--- config.mk ---
export PLATFORM = sky130hd
export DESIGN_NAME = hazard_ctrl
export DESIGN_NICKNAME = d
export VERILOG_FILES = /design/src/rtl/hazard_ctrl.sv
export SDC_FILE = /design/constraint.sdc
export NUM_CORES = 1
export LEC_CHECK = 0
export CAP_MARGIN = 20
export CORE_MARGIN = 10
export CORE_UTILIZATION = 49
export CTS_CLUSTER_SIZE = 8
export DETAILED_ROUTE_END_ITERATION = 6
export PLACE_DENSITY = 0.82
export SYNTH_ARGS = -nofsm -noshare
export SYNTH_HDL_FRONTEND = slang
export SYNTH_SLANG_ARGS = --single-unit
--- constraint.sdc ---
create_clock -name clk -period 3.35 [get_ports clk]
set_clock_uncertainty 0.2 [all_clocks]
set_input_delay 1.005 -clock clk [delete_from_list [all_inputs] [get_ports clk]]
set_output_delay 1.005 -clock clk [all_outputs]
set_load 0.05 [all_outputs]
--- src/rtl/hazard_ctrl.sv ---
// Pipeline hazard controller: load-use bubbles, taken-branch flushes and
// data-memory wait stalls, with a wait watchdog and performance counters.
module hazard_ctrl #(
  parameter int MAX_WAIT = 16,
  parameter int CNT_W    = 32
) (
  input  logic             clk,
  input  logic             rst,
  input  logic [4:0]       rs1_D,
  input  logic [4:0]       rs2_D,
  input  logic             rs1_used_D,
  input  logic             rs2_used_D,
  input  logic             mem_readE,
  input  logic [4:0]       rd_E,
  input  logic             branch_takenE,
  input  logic             mem_req_M,
  input  logic             mem_ready_M,
  output logic             pc_hold,
  output logic             if_id_hold,
  output logic             if_id_flush,
  output logic             hazard,
  output logic             hazard_ld,
  output logic             ex_mem_hold,
  output logic             mem_wb_bubble,
  output logic             mem_timeout,
  output logic [CNT_W-1:0] stall_cycles,
  output logic [CNT_W-1:0] flush_count
);

  localparam int WAIT_W = $clog2(MAX_WAIT + 1);
  localparam logic [WAIT_W-1:0] WAIT_LIMIT = WAIT_W'(MAX_WAIT);
  localparam logic [WAIT_W-1:0] WAIT_ONE   = WAIT_W'(1);

  typedef enum logic [1:0] {
    RUN      = 2'd0,
    MEM_WAIT = 2'd1,
    TIMEOUT  = 2'd2
  } state_t;

  state_t            state;
  logic [WAIT_W-1:0] wait_cnt;
  logic [WAIT_W-1:0] wait_next;
  logic              mem_stall;
  logic              load_use;
  logic              rs1_hit;
  logic              rs2_hit;
  logic              branch_flush;

  assign wait_next = wait_cnt + WAIT_ONE;

  // A load into x0 never produces a value worth waiting for.
  assign rs1_hit  = rs1_used_D && (rs1_D == rd_E);
  assign rs2_hit  = rs2_used_D && (rs2_D == rd_E);
  assign load_use = mem_readE && (rd_E != 5'd0) && (rs1_hit || rs2_hit);

  always_comb begin
    mem_stall = 1'b0;
    case (state)
      RUN:      mem_stall = mem_req_M && !mem_ready_M;
      MEM_WAIT: mem_stall = !mem_ready_M;
      TIMEOUT:  mem_stall = 1'b1;
      default:  mem_stall = 1'b0;
    endcase
  end

  // Memory stall freezes everything; a held branch or load-use resolves later.
  always_comb begin
    pc_hold       = 1'b0;
    if_id_hold    = 1'b0;
    if_id_flush   = 1'b0;
    hazard        = 1'b0;
    hazard_ld     = 1'b0;
    ex_mem_hold   = 1'b0;
    mem_wb_bubble = 1'b0;
    branch_flush  = 1'b0;
    if (mem_stall) begin
      pc_hold       = 1'b1;
      if_id_hold    = 1'b1;
      hazard_ld     = 1'b1;
      ex_mem_hold   = 1'b1;
      mem_wb_bubble = 1'b1;
    end else if (branch_takenE) begin
      if_id_flush  = 1'b1;
      hazard       = 1'b1;
      branch_flush = 1'b1;
    end else if (load_use) begin
      pc_hold    = 1'b1;
      if_id_hold = 1'b1;
      hazard     = 1'b1;
    end
  end

  // Watchdog: wait_cnt counts consecutive unanswered memory cycles.
  always_ff @(posedge clk) begin
    if (rst) begin
      state       <= RUN;
      wait_cnt    <= '0;
      mem_timeout <= 1'b0;
    end else begin
      case (state)
        RUN: begin
          if (mem_req_M && !mem_ready_M) begin
            wait_cnt <= WAIT_ONE;
            if (WAIT_ONE == WAIT_LIMIT) begin
              state       <= TIMEOUT;
              mem_timeout <= 1'b1;
            end else begin
              state <= MEM_WAIT;
            end
          end
        end
        MEM_WAIT: begin
          if (mem_ready_M) begin
            state    <= RUN;
            wait_cnt <= '0;
          end else begin
            wait_cnt <= wait_next;
            if (wait_next == WAIT_LIMIT) begin
              state       <= TIMEOUT;
              mem_timeout <= 1'b1;
            end
          end
        end
        TIMEOUT: begin
          mem_timeout <= 1'b1;
        end
        default: begin
          state    <= RUN;
          wait_cnt <= '0;
        end
      endcase
    end
  end

  // Counters wrap naturally at 2^CNT_W.
  always_ff @(posedge clk) begin
    if (rst) begin
      stall_cycles <= '0;
      flush_count  <= '0;
    end else begin
      if (pc_hold)
        stall_cycles <= stall_cycles + CNT_W'(1);
      if (branch_flush)
        flush_count <= flush_count + CNT_W'(1);
    end
  end

endmodule

==> impl_results.md, run 1 <==
* TritonCTS clock tree: yes
* Total via count in the routed design at roughly 3500
* PD cells at roughly 340 nW/um2
* MaxCap Viol Count at 0
* Largest net degree at the start of global routing at 52
* Antenna diode count at 0
* F_max at slightly below 300 MHz
* Place WS at -0.570 ns
* WL final at roughly 9800 um
* Met2 wire length at a little under 5000 um
* GP Congestion at ~0.83
* Die W at 106 um
* Num rows at 31
* Syn nets at 454
* Num CTS Buffers at 9
* Synth cell types at 45
* Placed cell count at approximately 630
* Slew headroom at 0.607
* Final WS setup at -0.0685 ns
* Highest routed layer: met4
* Yosys top cell by area: dfxtp_1
* Synthesis Warnings at 0
* Tmin final at approximately 3.4 ns
* FF/Latch Area at 1440 um2
* Final hold violation count at 0
* Cell Area, Synth at between 3000 and 4000 um2
* CP required at between 2 and 2.5 ns
* Layout Cells excl Fill at roughly 650
* Fill cells at roughly 580
* Drt wl/cell at 15.1 um
* Total gr overflow at 0
* First-pass GRT wire length at between 15000 and 20000 um
* DP HPWL at about 7200 um
* Failing checks: setup timing
* Cell count after synthesis at about 430
* Aggregate global-route resource usage at 0.171
* Synth top area share at 0.401
* Area growth syn-to-layout at 42.1%
* # clock sinks at 72
* Syn Area/Cell at 8.42 um2
* Initial antenna violation count at 0
* Slew Limit Fails at 0
* Sequential element share of the synthesized area at 0.401
* Num ports at 95
* Worst EP arrival at between 2 and 2.5 ns
* CP endpoint kind: output port
* Vias in the first global route at ~3300
* Hold WS at ~0.25 ns
* Drt first pass iters at 4
* Yosys reg bits at between 70 and 80
* Setup Viol. Count Final at 3
* Number of H-tree levels at 3
* Critical Path Start Type: input pin
* Lkg Pwr at 0.00185 uW
* RSZ-0062 raised after global routing: yes
* CP Class: input pin to output port
* Ys flop type: dfxtp_1
* Starting Density at 0.499
* Die area at 11200 um2
* Nets at 570
* DRT iter0 DRCs at approximately 120
* Clock Path Buffers at 2
* Status: finished with violations
* Root buf cell: clkbuf_8
* DRT met1 WL at roughly 4000 um
* Post-DRT Antenna Nets at 0
* Port bufs at 94
* Die H at around 110 um
* Skew-Pair Late Insertion Delay at between 0.3 and 0.4 ns
* Core footprint at about 7200 um2
* Peak VDD IR at between 0.0002 and 0.0003 V
* DRC Markers at 0
* Tcrit/Tclk final at 1.02
* Core Util, Final at 0.709
* Crit-path max FO at 3
* Area of the multi-input gates at between 2000 and 2500 um2
* Synth async-reset ratio at 0
* EDFF count, synth at 0
* Worst-path clk slew at about 0.070 ns
* Tightest Hold Check Type: flip-flop to flip-flop
* Layout cells sized above 1 at 0.175
* Met3 wire len at approximately 580 um
* Via/cell ratio at ~5.4
* Synth area leaders: dfxtp_1, xor2_1, nor2_1
* Slew @ Worst Pin at 0.587 ns
## cells in the mapped netlist (2+ instances only)
cell type and number:
dfxtp_1 72, and2_1 3, clkbuf_1 11, buf_4 5, nor3b_1 2, o21ai_1 2, nor2_1 51, nand3_1 31
or3_1 18, xor2_1 25, nor3_2 3, buf_2 2, mux2i_1 3, nand4_1 11, nor3_1 2, nand2_1 35
o31ai_1 12, o21ai_0 18, and3_1 12, xnor2_1 19, ha_1 4, or4_1 13, buf_6 3, a21oi_1 37
inv_1 5, o22a_1 2, and4_1 8
## worst max-delay path, stage by stage
cell and delay (ns):
buf_6 0.11, xnor2_2 0.16, nand4_1 0.12, o22a_1 0.26, o31ai_4 0.37, buf_12 0.19
## layout make-up
class | count | area share
sequential | 72 | 0.282
multi-input combinational | 328 | 0.414
clock buffer | 11 | 0.0277
clock inverter | 5 | 0.0110
inverter | 6 | 0.00441
timing repair buffer | 126 | 0.237
tap | 99 | 0.0242
## sequential cells by signal (all words and copies together) (netlist names)
register / cells
flush_count: 32
stall_cycles: 32
wait_cnt: 5
state: 2
mem_timeout: 1
## placed cells by master, fill, tap and decap left out, drive strengths merged, types with 5 or more instances in the layout
| master | count |
|---|---|
| nand2 | 35 |
| buf | 53 |
| or4 | 13 |
| nor3 | 5 |
| and4 | 8 |
| o21ai | 21 |
| clkdlybuf4s50 | 66 |
| xor2 | 25 |
| and3 | 12 |
| dfxtp | 72 |
| or3 | 18 |
| nand4 | 11 |
| inv | 6 |
| clkbuf | 13 |
| nand3 | 31 |
| xnor2 | 19 |
| a21oi | 39 |
| nor2 | 52 |
| o31ai | 13 |
## power by group
| group | switching [uW] | internal [uW] | leakage, uW |
|---|---|---|---|
| clock network | 321 | 363 | 0.0000993 |
| registers | 8.69 | 861 | 0.000581 |
| logic | 102 | 89.6 | 0.00117 |
## through the flow
stage | power (uW) | setup TNS, ns | area (um2)
after global routing | 1810 | -0.343 | 5110
after CTS | 1750 | -0.241 | 5040
final | 1750 | -0.190 | 5110
after detailed placement | 1070 | -6.46 | 4830
after floorplan | 989 | -0.365 | 3640
after global placement | 1070 | -4.07 | 4830
## what timing repair did
item                                   CTS  global route
gates resized for setup                 72            15
buffers inserted                         3             2
endpoints found under the hold margin    0             0
setup endpoints to repair                7             4
pin swaps                               23            18
hold buffers                             0             0
## cell families after synthesis
family | Yosys count | synth area share
AND/OR/NAND/NOR | 195 | 0.283
AO/OA/AOI/OAI | 82 | 0.146
flip-flops | 72 | 0.401
XOR/XNOR | 44 | 0.107
buffers and inverters | 27 | 0.0403
adder cells (fa/ha/maj) | 4 | 0.0139
multiplexers | 3 | 0.00835
## final timing paths
check,from,slack (ns),to,cells after the start
setup / recovery,rd_E[1],-0.07,if_id_hold,6
hold / removal,mem_timeout,0.25,mem_timeout,2
setup reg to reg,state[0],0.81,flush_count[19],10
hold reg to reg,mem_timeout,0.25,mem_timeout,2
## layer usage
layer	vias up	GRT usage
met2	75	0.293
met1	1660	0.194
met3	15	0.0505
li1	1753	-
met4	0	0.0716
met5	-	0
(Power assumes the default switching activity.)
==> inputs of run 2 (changes only) <==
--- a/config.mk
+++ b/config.mk
@@ -6,7 +6,7 @@
 export NUM_CORES = 1
 export LEC_CHECK = 0
 export CAP_MARGIN = 20
-export CORE_MARGIN = 10
+export CORE_MARGIN = 3
 export CORE_UTILIZATION = 49
 export CTS_CLUSTER_SIZE = 8
 export DETAILED_ROUTE_END_ITERATION = 6
==> impl_results.md, run 2 (synthesized netlist as in run 1, its figures left out) <==
* DRT iter0 DRCs at 228 (+85%)
* Num rows at 30 (-3.2%)
* Worst Setup SP: rd_E[0]
* Critical Path Start Type: input pin
* DRC Markers at 0 (unchanged)
* Num CTS Buffers at 9 (unchanged)
* Drt first pass iters at 5 (+1)
* Skew-Pair Late Insertion Delay at 0.35 ns (about the same)
* PD cells at 347 nW/um2 (+1.7%)
* Tcrit/Tclk final at 1.05 (+0.0334)
* Die W at 91.7 um (-13%)
* Layout Cells excl Fill at 668 (+3.2%)
* Port bufs at 94 (unchanged)
* Die area at 8410 um2 (-25%)
* Nets at 594 (+4.2%)
* Peak VDD IR at 0.000301 V (+5.2%)
* Logic pwr share at 0.118 (+0.008)
* DP HPWL at 6840 um (-5.1%)
* Lkg Pwr at 0.00199 uW (+7.7%)
* Die H at 91.7 um (-13%)
* Number of H-tree levels at 3 (unchanged)
* # clock sinks at 72 (unchanged)
* Via/cell ratio at 5.64 (+4.2%)
* Most common cell after layout, fill and taps aside: dfxtp_1
* Most frequent cells in the layout: dfxtp_1, clkdlybuf4s50_1, nor2_1
* Core footprint at 6940 um2 (-3.7%)
* Worst-path clk slew at 0.08 ns (about the same)
* Slew @ Worst Pin at 0.542 ns (-0.0452 ns)
* Antenna diode count at 0 (unchanged)
* Status: finished with violations
* Slew Limit Fails at 0 (unchanged)
* Largest net degree at the start of global routing at 34 (-35%)
* TritonCTS clock tree: yes
* Num ports at 95 (unchanged)
* WL final at 11000 um (+12%)
* Final WS setup at -0.180 ns (-0.112 ns)
* Fill cells at 458 (-20%)
* Hold_sp: mem_timeout
* MaxCap Viol Count at 0 (unchanged)
* Starting Density at 0.518 (+0.0194)
* Slew headroom at 0.638 (+0.0311)
* First-pass GRT wire length at 16600 um (+3.4%)
* Tmin final at 3.53 ns (+0.112 ns)
* Post-CTS Hold Buffers at 0 (unchanged)
* Vias in the first global route at 3647 (+9.2%)
* Crit-path max FO at 3 (unchanged)
* Failing checks: setup timing
* R2r startpoint: stall_cycles[0]
* Drt wl/cell at 16.4 um (+8.7%)
* Net Switching at 474 uW (+9.7%)
* Total via count in the routed design at 3770 (+7.6%)
* Root buf cell: clkbuf_8
* CP Class: input pin to output port
* Total gr overflow at 0 (unchanged)
* Clock power share at 0.421 (+0.029)
* Area growth syn-to-layout at 51.1%
* Placed cell count at 626 (unchanged)
* RSZ-0062 raised after global routing: yes
* Final hold violation count at 0 (unchanged)
* Layout cells sized above 1 at 0.227 (+0.0521)
* CP required at 2.14 ns (about the same)
* Sequential power share at 0.461 (-0.037)
* Worst EP arrival at 2.33 ns (+0.12 ns)
* Setup Viol. Count Final at 4 (+1)
* Tightest Hold Check Type: flip-flop to flip-flop
* Switching Share at 0.251 (+0.00359)
* Post-DRT Antenna Nets at 0 (unchanged)
* Aggregate global-route resource usage at 0.241 (+0.0699)
* Hold WS at 0.255 ns (+0.00236 ns)
* CP endpoint kind: output port
* F_max at 283 MHz (-3.2%)
* Top flop regs: flush_count x32, stall_cycles x32, wait_cnt x5
* Initial antenna violation count at 0 (unchanged)
* Clock Path Buffers at 2 (unchanged)
* P_int at 1410 uW (+7.6%)
* GP Congestion at 0.868 (+4.7%)
[run 2: changes by cell type in the layout (fill, tap and decap cells not counted), moves of 3 or more]
cell | before | now
buf_4 | 29 | 46
a21oi_1 | 36 | 29
a21oi_2 | 1 | 8
buf_2 | 9 | 3
or4_1 | 12 | 7
or4_4 | 1 | 6
clkbuf_2 | 2 | 6
a21oi_4 | 2 | 5
[run 2: repair_timing]
item,in CTS,in global routing
gates cloned,0,4
buffers inserted,18,7
setup endpoints to repair,7,33
pin swaps,28,26
resized for setup,49,50
[run 2: final timing paths]
| path | end | slack [ns] | cells after the start |
|---|---|---|---|
| max | hazard | -0.18 | 7 |
| min | mem_timeout | 0.25 | 2 |
| max reg2reg | stall_cycles[16] | 0.82 | 6 |
| min reg2reg | mem_timeout | 0.25 | 2 |
[run 2: critical path: stages]
cell and delay, ns:
buf_8 0.10, or4_4 0.55, o21ai_4 0.17, nor2_1 0.08, nor2_1 0.20, nor2_4 0.07, buf_8 0.15
[run 2: power groups by stage]
| stage | sequential [uW] | combinational, uW | clock (uW) |
|---|---|---|---|
| detailed placement | 890 | 179 | 0 |
| global route | 871 | 235 | 833 |
| CTS | 870 | 201 | 801 |
| finish | 870 | 223 | 795 |
| global placement | 889 | 175 | 0 |
| floorplan | 903 | 86.2 | 0 |
[run 2: area by class of cell]
type | instances | area, um2 | area share
repair buffers | 146 | 1370 | 0.253
flip-flops and latches | 72 | 1440 | 0.265
inverters | 6 | 22.5 | 0.00414
well taps | 96 | 120 | 0.0221
multi-input cells | 332 | 2250 | 0.414
clock inverters | 5 | 86.3 | 0.0159
clock buffers | 11 | 141 | 0.0260
[run 2: routing by layer]
| metal | GRT usage | wire length [um] |
|---|---|---|
| met1 | 0.278 | 4660 |
| met2 | 0.419 | 5470 |
| met3 | 0.0451 | 495 |
| met4 | 0.131 | 364 |
| met5 | 0 | 0 |
[run 2: stage by stage]
stage | instance area [um2] | power, uW | setup slack (ns) | util | setup TNS, ns
after global routing | 5440 | 1940 | -0.272 | 0.783 | -0.917
final | 5440 | 1890 | -0.180 | 0.783 | -0.505
after floorplan | 3640 | 989 | -0.309 | - | -0.365
after detailed placement | 4840 | 1070 | -0.624 | 0.697 | -5.75
after CTS | 5240 | 1870 | -0.162 | 0.754 | -0.432
after global placement | 4840 | 1060 | -0.535 | 0.697 | -3.64
